File: src/rtl/gcn_arb_pkg.sv
// Shared types and requester indices for the FM_WM result-memory arbiter.
package gcn_arb_pkg;

    typedef enum logic {
        ARB_IDLE   = 1'b0,
        ARB_LOCKED = 1'b1
    } arb_state_t;

    localparam int unsigned REQ_TRANS = 0;
    localparam int unsigned REQ_COMB  = 1;
    localparam int unsigned REQ_OUT   = 2;

endpackage

File: src/rtl/arb_rr_picker.sv
// Combinational round-robin picker: first requester after rr_ptr wins.
module arb_rr_picker #(
    parameter int unsigned NUM_REQ = 3,
    parameter int unsigned IDX_W   = 2
) (
    input  logic [NUM_REQ-1:0] req,
    input  logic [IDX_W-1:0]   rr_ptr,
    output logic [NUM_REQ-1:0] winner,
    output logic [IDX_W-1:0]   winner_idx
);

    always_comb begin
        int unsigned idx;
        logic        found;
        winner     = '0;
        winner_idx = '0;
        found      = 1'b0;
        idx        = 0;
        for (int unsigned off = 1; off <= NUM_REQ; off++) begin
            idx = (32'(rr_ptr) + off) % NUM_REQ;
            if (!found && req[IDX_W'(idx)]) begin
                found                   = 1'b1;
                winner[IDX_W'(idx)]     = 1'b1;
                winner_idx              = IDX_W'(idx);
            end
        end
    end

endmodule

File: src/rtl/fm_wm_mem_arbiter.sv
// Round-robin arbiter with locked bursts for the single-port FM_WM result memory.
module fm_wm_mem_arbiter
    import gcn_arb_pkg::*;
#(
    parameter int unsigned NUM_REQ  = 3,
    parameter int unsigned ADDR_W   = 3,
    parameter int unsigned DATA_W   = 48,
    parameter int unsigned LOCK_MAX = 4
) (
    input  logic                      clk,
    input  logic                      reset,
    input  logic [NUM_REQ-1:0]        req,
    input  logic [NUM_REQ-1:0]        lock,
    input  logic [NUM_REQ-1:0]        we,
    input  logic [NUM_REQ*ADDR_W-1:0] addr,
    input  logic [NUM_REQ*DATA_W-1:0] wdata,
    output logic [NUM_REQ-1:0]        gnt,
    output logic [NUM_REQ-1:0]        rvalid,
    output logic [DATA_W-1:0]         rdata,
    output logic                      mem_en,
    output logic                      mem_we,
    output logic [ADDR_W-1:0]         mem_addr,
    output logic [DATA_W-1:0]         mem_wdata,
    input  logic [DATA_W-1:0]         mem_rdata,
    output logic                      busy
);

    localparam int unsigned IDX_W = (NUM_REQ > 1) ? $clog2(NUM_REQ) : 1;
    localparam int unsigned CNT_W = $clog2(LOCK_MAX + 1);
    localparam logic [CNT_W-1:0] LOCK_MAX_C = CNT_W'(LOCK_MAX);

    arb_state_t       state, state_next;
    logic [IDX_W-1:0] rr_ptr, rr_ptr_next;
    logic [IDX_W-1:0] owner, owner_next;
    logic [CNT_W-1:0] burst_cnt, burst_cnt_next;

    logic [NUM_REQ-1:0] pick_onehot;
    logic [IDX_W-1:0]   pick_idx;

    arb_rr_picker #(
        .NUM_REQ (NUM_REQ),
        .IDX_W   (IDX_W)
    ) u_picker (
        .req        (req),
        .rr_ptr     (rr_ptr),
        .winner     (pick_onehot),
        .winner_idx (pick_idx)
    );

    always_ff @(posedge clk or posedge reset) begin
        if (reset) begin
            state     <= ARB_IDLE;
            rr_ptr    <= IDX_W'(NUM_REQ - 1);
            owner     <= '0;
            burst_cnt <= '0;
        end else begin
            state     <= state_next;
            rr_ptr    <= rr_ptr_next;
            owner     <= owner_next;
            burst_cnt <= burst_cnt_next;
        end
    end

    always_comb begin
        state_next     = state;
        rr_ptr_next    = rr_ptr;
        owner_next     = owner;
        burst_cnt_next = burst_cnt;
        gnt            = '0;
        if (!reset) begin
            case (state)
                ARB_IDLE: begin
                    if (|pick_onehot) begin
                        gnt         = pick_onehot;
                        rr_ptr_next = pick_idx;
                        if (lock[pick_idx]) begin
                            state_next     = ARB_LOCKED;
                            owner_next     = pick_idx;
                            burst_cnt_next = CNT_W'(1);
                        end
                    end
                end
                ARB_LOCKED: begin
                    // burst_cnt already includes the entry grant, so release once
                    // the incremented count reaches LOCK_MAX total accesses
                    if (req[owner]) begin
                        gnt[owner]     = 1'b1;
                        burst_cnt_next = burst_cnt + 1'b1;
                        if (!lock[owner] || burst_cnt_next >= LOCK_MAX_C)
                            state_next = ARB_IDLE;
                    end else if (!lock[owner]) begin
                        state_next = ARB_IDLE;
                    end
                end
                default: state_next = ARB_IDLE;
            endcase
        end
    end

    always_comb begin
        mem_en    = |gnt;
        mem_we    = 1'b0;
        mem_addr  = '0;
        mem_wdata = '0;
        for (int unsigned k = 0; k < NUM_REQ; k++) begin
            if (gnt[k]) begin
                mem_we    = we[k];
                mem_addr  = addr[k*ADDR_W +: ADDR_W];
                mem_wdata = wdata[k*DATA_W +: DATA_W];
            end
        end
    end

    always_ff @(posedge clk or posedge reset) begin
        if (reset) rvalid <= '0;
        else       rvalid <= gnt & ~we;
    end

    assign rdata = mem_rdata;
    assign busy  = (state == ARB_LOCKED);

endmodule

File: config.mk
export PLATFORM = sky130hd
export DESIGN_NAME = fm_wm_mem_arbiter
export DESIGN_NICKNAME = d
export VERILOG_FILES = /design/src/rtl/gcn_arb_pkg.sv /design/src/rtl/arb_rr_picker.sv /design/src/rtl/fm_wm_mem_arbiter.sv
export SDC_FILE = /design/constraint.sdc
export NUM_CORES = 1
export LEC_CHECK = 0
export ABC_AREA = 1
export BUFFER_PORTS_ARGS = -buffer_cell sky130_fd_sc_hd__clkbuf_2
export CORE_AREA = 2 2 124 126
export DETAILED_ROUTE_END_ITERATION = 16
export DIE_AREA = 0 0 126 128
export PLACE_DENSITY = 0.61
export SETUP_SLACK_MARGIN = 0.4
export SYNTH_ARGS = -nofsm -noshare
export SYNTH_HDL_FRONTEND = slang
export SYNTH_HIERARCHICAL = 1
export SYNTH_SLANG_ARGS = --single-unit
File: constraint.sdc
create_clock -name clk -period 8.15 [get_ports clk]
set_input_delay 2.0375 -clock clk [delete_from_list [all_inputs] [get_ports clk]]
set_output_delay 2.0375 -clock clk [all_outputs]
set_load 0.01 [all_outputs]
==> out/results.ini <==
[outcome]
status=complete, no violations

[floorplanning]
std_cell_rows=45
ios=320
coreArea_sq_mm=0.01486
floorplan.initialDensity_pct=20.44
die_h_um=128
die_area_sq_mm=0.01613
die_w_um=126

[synthesis]
syn_area_sq_mm=0.003038
synth_fp_nets=800
ys_ff_latch=11
synth_warnings=6
avgSynthCellArea_sq_um=5.211
synthDistinctLibCells=26
ys_seq_area_share_pct=9.102
synthCells=583

[route]
drtPass1Iterations=4
drc=0
ant_nets=0
initialDrtViolationCount=165
wirelength_um=11550
routedWlPerCell_um=12.61
vias_per_cell=4.419
vias=4048

[clock_tree]
clk_pin_slew_ps=40
cts.repair.resized=0
cts.hold.buffers_added=0
postCtsSetupBuffers=0
clock_sinks=11
ctsRootBufferMaster=clkbuf_16
clk_path_buf_depth=2
worstSkewPairLatency_ps=240
tritoncts=done
h-tree-depth=1
cts_buffers=3

[global_routing]
gr-total-overflow=0
antenna_found_initial=1
grt_max_degree=68
grt_pass1_vias=3591
grt_util_all_layers_pct=13.40
grt_pass1_wl_um=17790

[critical_path]
path_delay_family=buffers and inverters
setup.worst_path.start_class=input pin
endpoint_kind=output port
path_cells=clkbuf_2, inv_1, o21ai_1, nand2_4, nand3_1, inv_1, nor2_1, nand2_1, or2_1, nand3_4, inv_2, nand2_1, nand2_1, clkbuf_2
required_ps=6110
crit_slowest_cell=inv_2
crit_type=input pin to output port
max_stage_delay_ps=980
cp_max_fo=55
cpMostUsedCell=nand2_1
path_buf_inv=5
critical_path_arrival_ps=4840

[timing]
drv_slew=0
skew_ps=2.912
worst_hold_slack_ps=477.9
rsz0062_at_grt=false
period_minus_slack_ps=6880
setup_viol=0
post-route-period-util_pct=84.41
max_freq_mhz=145.4
setup-tns-final_ps=0
worst_slack_ps=1270
tightest_slew_ps=1094
hold_viol_final=0
slew_headroom_pct=27.06

[place]
dp_hpwl_um=8585
pre_cts_slack_ps=1213
gp_congestion=0.9118
numPortBuffers=223

[cells_and_area]
area_delta_synth_final_pct=28.67
nNetsFinal=946
layout_commonest_cell=nand2_1
drive_gt1_share_pct=33.52
final_cell_mix=nand2_1, clkbuf_2, inv_1, nand3_1, nand4_1
antennaDiodeCount=0

[pwr]
power.density_mw_per_mm2=436.4
p_leak_nw=2.623
max-vdd-ir-drop_v=0.0002557

[run]
cap_violations=0

[worst_hold_path]
hold_class=register to register

registers in the layout (all words and copies together), names as in the netlist:
name       cells
owner          2
rr_ptr         2
rvalid         3
burst_cnt      3
busy           1
Yosys cell counts:
cell | number | area share (%)
nand3_4 | 2 | 1.2
xor2_1 | 1 | 0.29
nor2_1 | 13 | 1.6
nand2_1 | 245 | 30
o21ai_2 | 1 | 0.29
o21ai_0 | 3 | 0.49
a21oi_2 | 1 | 0.29
o21ai_1 | 2 | 0.33
or2_1 | 2 | 0.41
nand2_2 | 3 | 0.62
nor3_1 | 1 | 0.16
nand4_1 | 55 | 11
a21oi_1 | 2 | 0.33
buf_4 | 49 | 12
buf_2 | 30 | 4.9
inv_2 | 4 | 0.49
ha_1 | 5 | 2.1
dfstp_2 | 1 | 0.87
o21a_1 | 1 | 0.25
nand3_1 | 71 | 12
inv_4 | 1 | 0.21
nand3_2 | 1 | 0.33
nand2_4 | 1 | 0.37
buf_6 | 5 | 1.9
inv_1 | 73 | 9.0
dfrtp_1 | 10 | 8.2
path summary, 6_finish.rpt:
path / startpoint / endpoint / slack, ps / cells past startpoint
worst max-delay path: req[2] / mem_wdata[9] / 1270 / 14
min in group asynchronous: reset / busy / 2100 / 3
worst max register to register: rr_ptr[0] / rvalid[0] / 5380 / 11
worst min-delay path: burst_cnt[1] / burst_cnt[1] / 480 / 2
max in group asynchronous: reset / owner[0] / 5540 / 3
worst min register to register: burst_cnt[1] / burst_cnt[1] / 480 / 2
through the flow:
stage / util (%) / std cells / power [mW] / area (sq um)
5_1_grt: 26.30 / 916 / 1.915 / 3909
3_3_place_gp: 25.77 / 912 / 1.630 / 3830
2_1_floorplan: - / 583 / 1.198 / 3038
3_5_place_dp: 25.77 / 912 / 1.635 / 3830
6_report: 26.30 / 916 / 1.706 / 3909
4_1_cts: 26.30 / 916 / 1.730 / 3909
routing by layer:
metal	share of wire, %	vias to the layer above	track usage [%]
met5	0	-	0
met4	3.3	0	4.977
met3	8.1	35	2.212
met2	48	183	23.94
met1	41	1752	16.14
li1	-	2078	-
report_power, final:
part	switching, mW	leakage, nW	internal [mW]
sequential	0.0211	0.139	0.0796
combinational	1.01	2.45	0.510
clock	0.0229	0.0382	0.0655
cell type report:
| type | instances | area [sq um] |
|---|---|---|
| clock buffer | 4 | 78.83 |
| fill | 1743 | 10960 |
| inverter | 78 | 295.3 |
| multi-input combinational | 410 | 1892 |
| sequential | 11 | 276.5 |
| tap | 188 | 235.2 |
| timing repair buffer | 225 | 1131 |
kinds of logic after synthesis:
family                   after synthesis  share of synthesized area [%]
AO/OA/AOI/OAI                         10                          1.977
XOR/XNOR                               1                         0.2884
adder cells (fa/ha/maj)                5                          2.059
buffers and inverters                162                          28.62
flip-flops                            11                          9.102
AND/OR/NAND/NOR                      394                          57.95
worst reg2reg max path: cells and delay by family (launching register included):
kind,cells,cell delay (ps)
fa+ha+maj,1,400
flops,1,390
compound gates,1,250
simple gates,6,1430
buf+inv,3,230
Power figures use the tool's default switching activity.
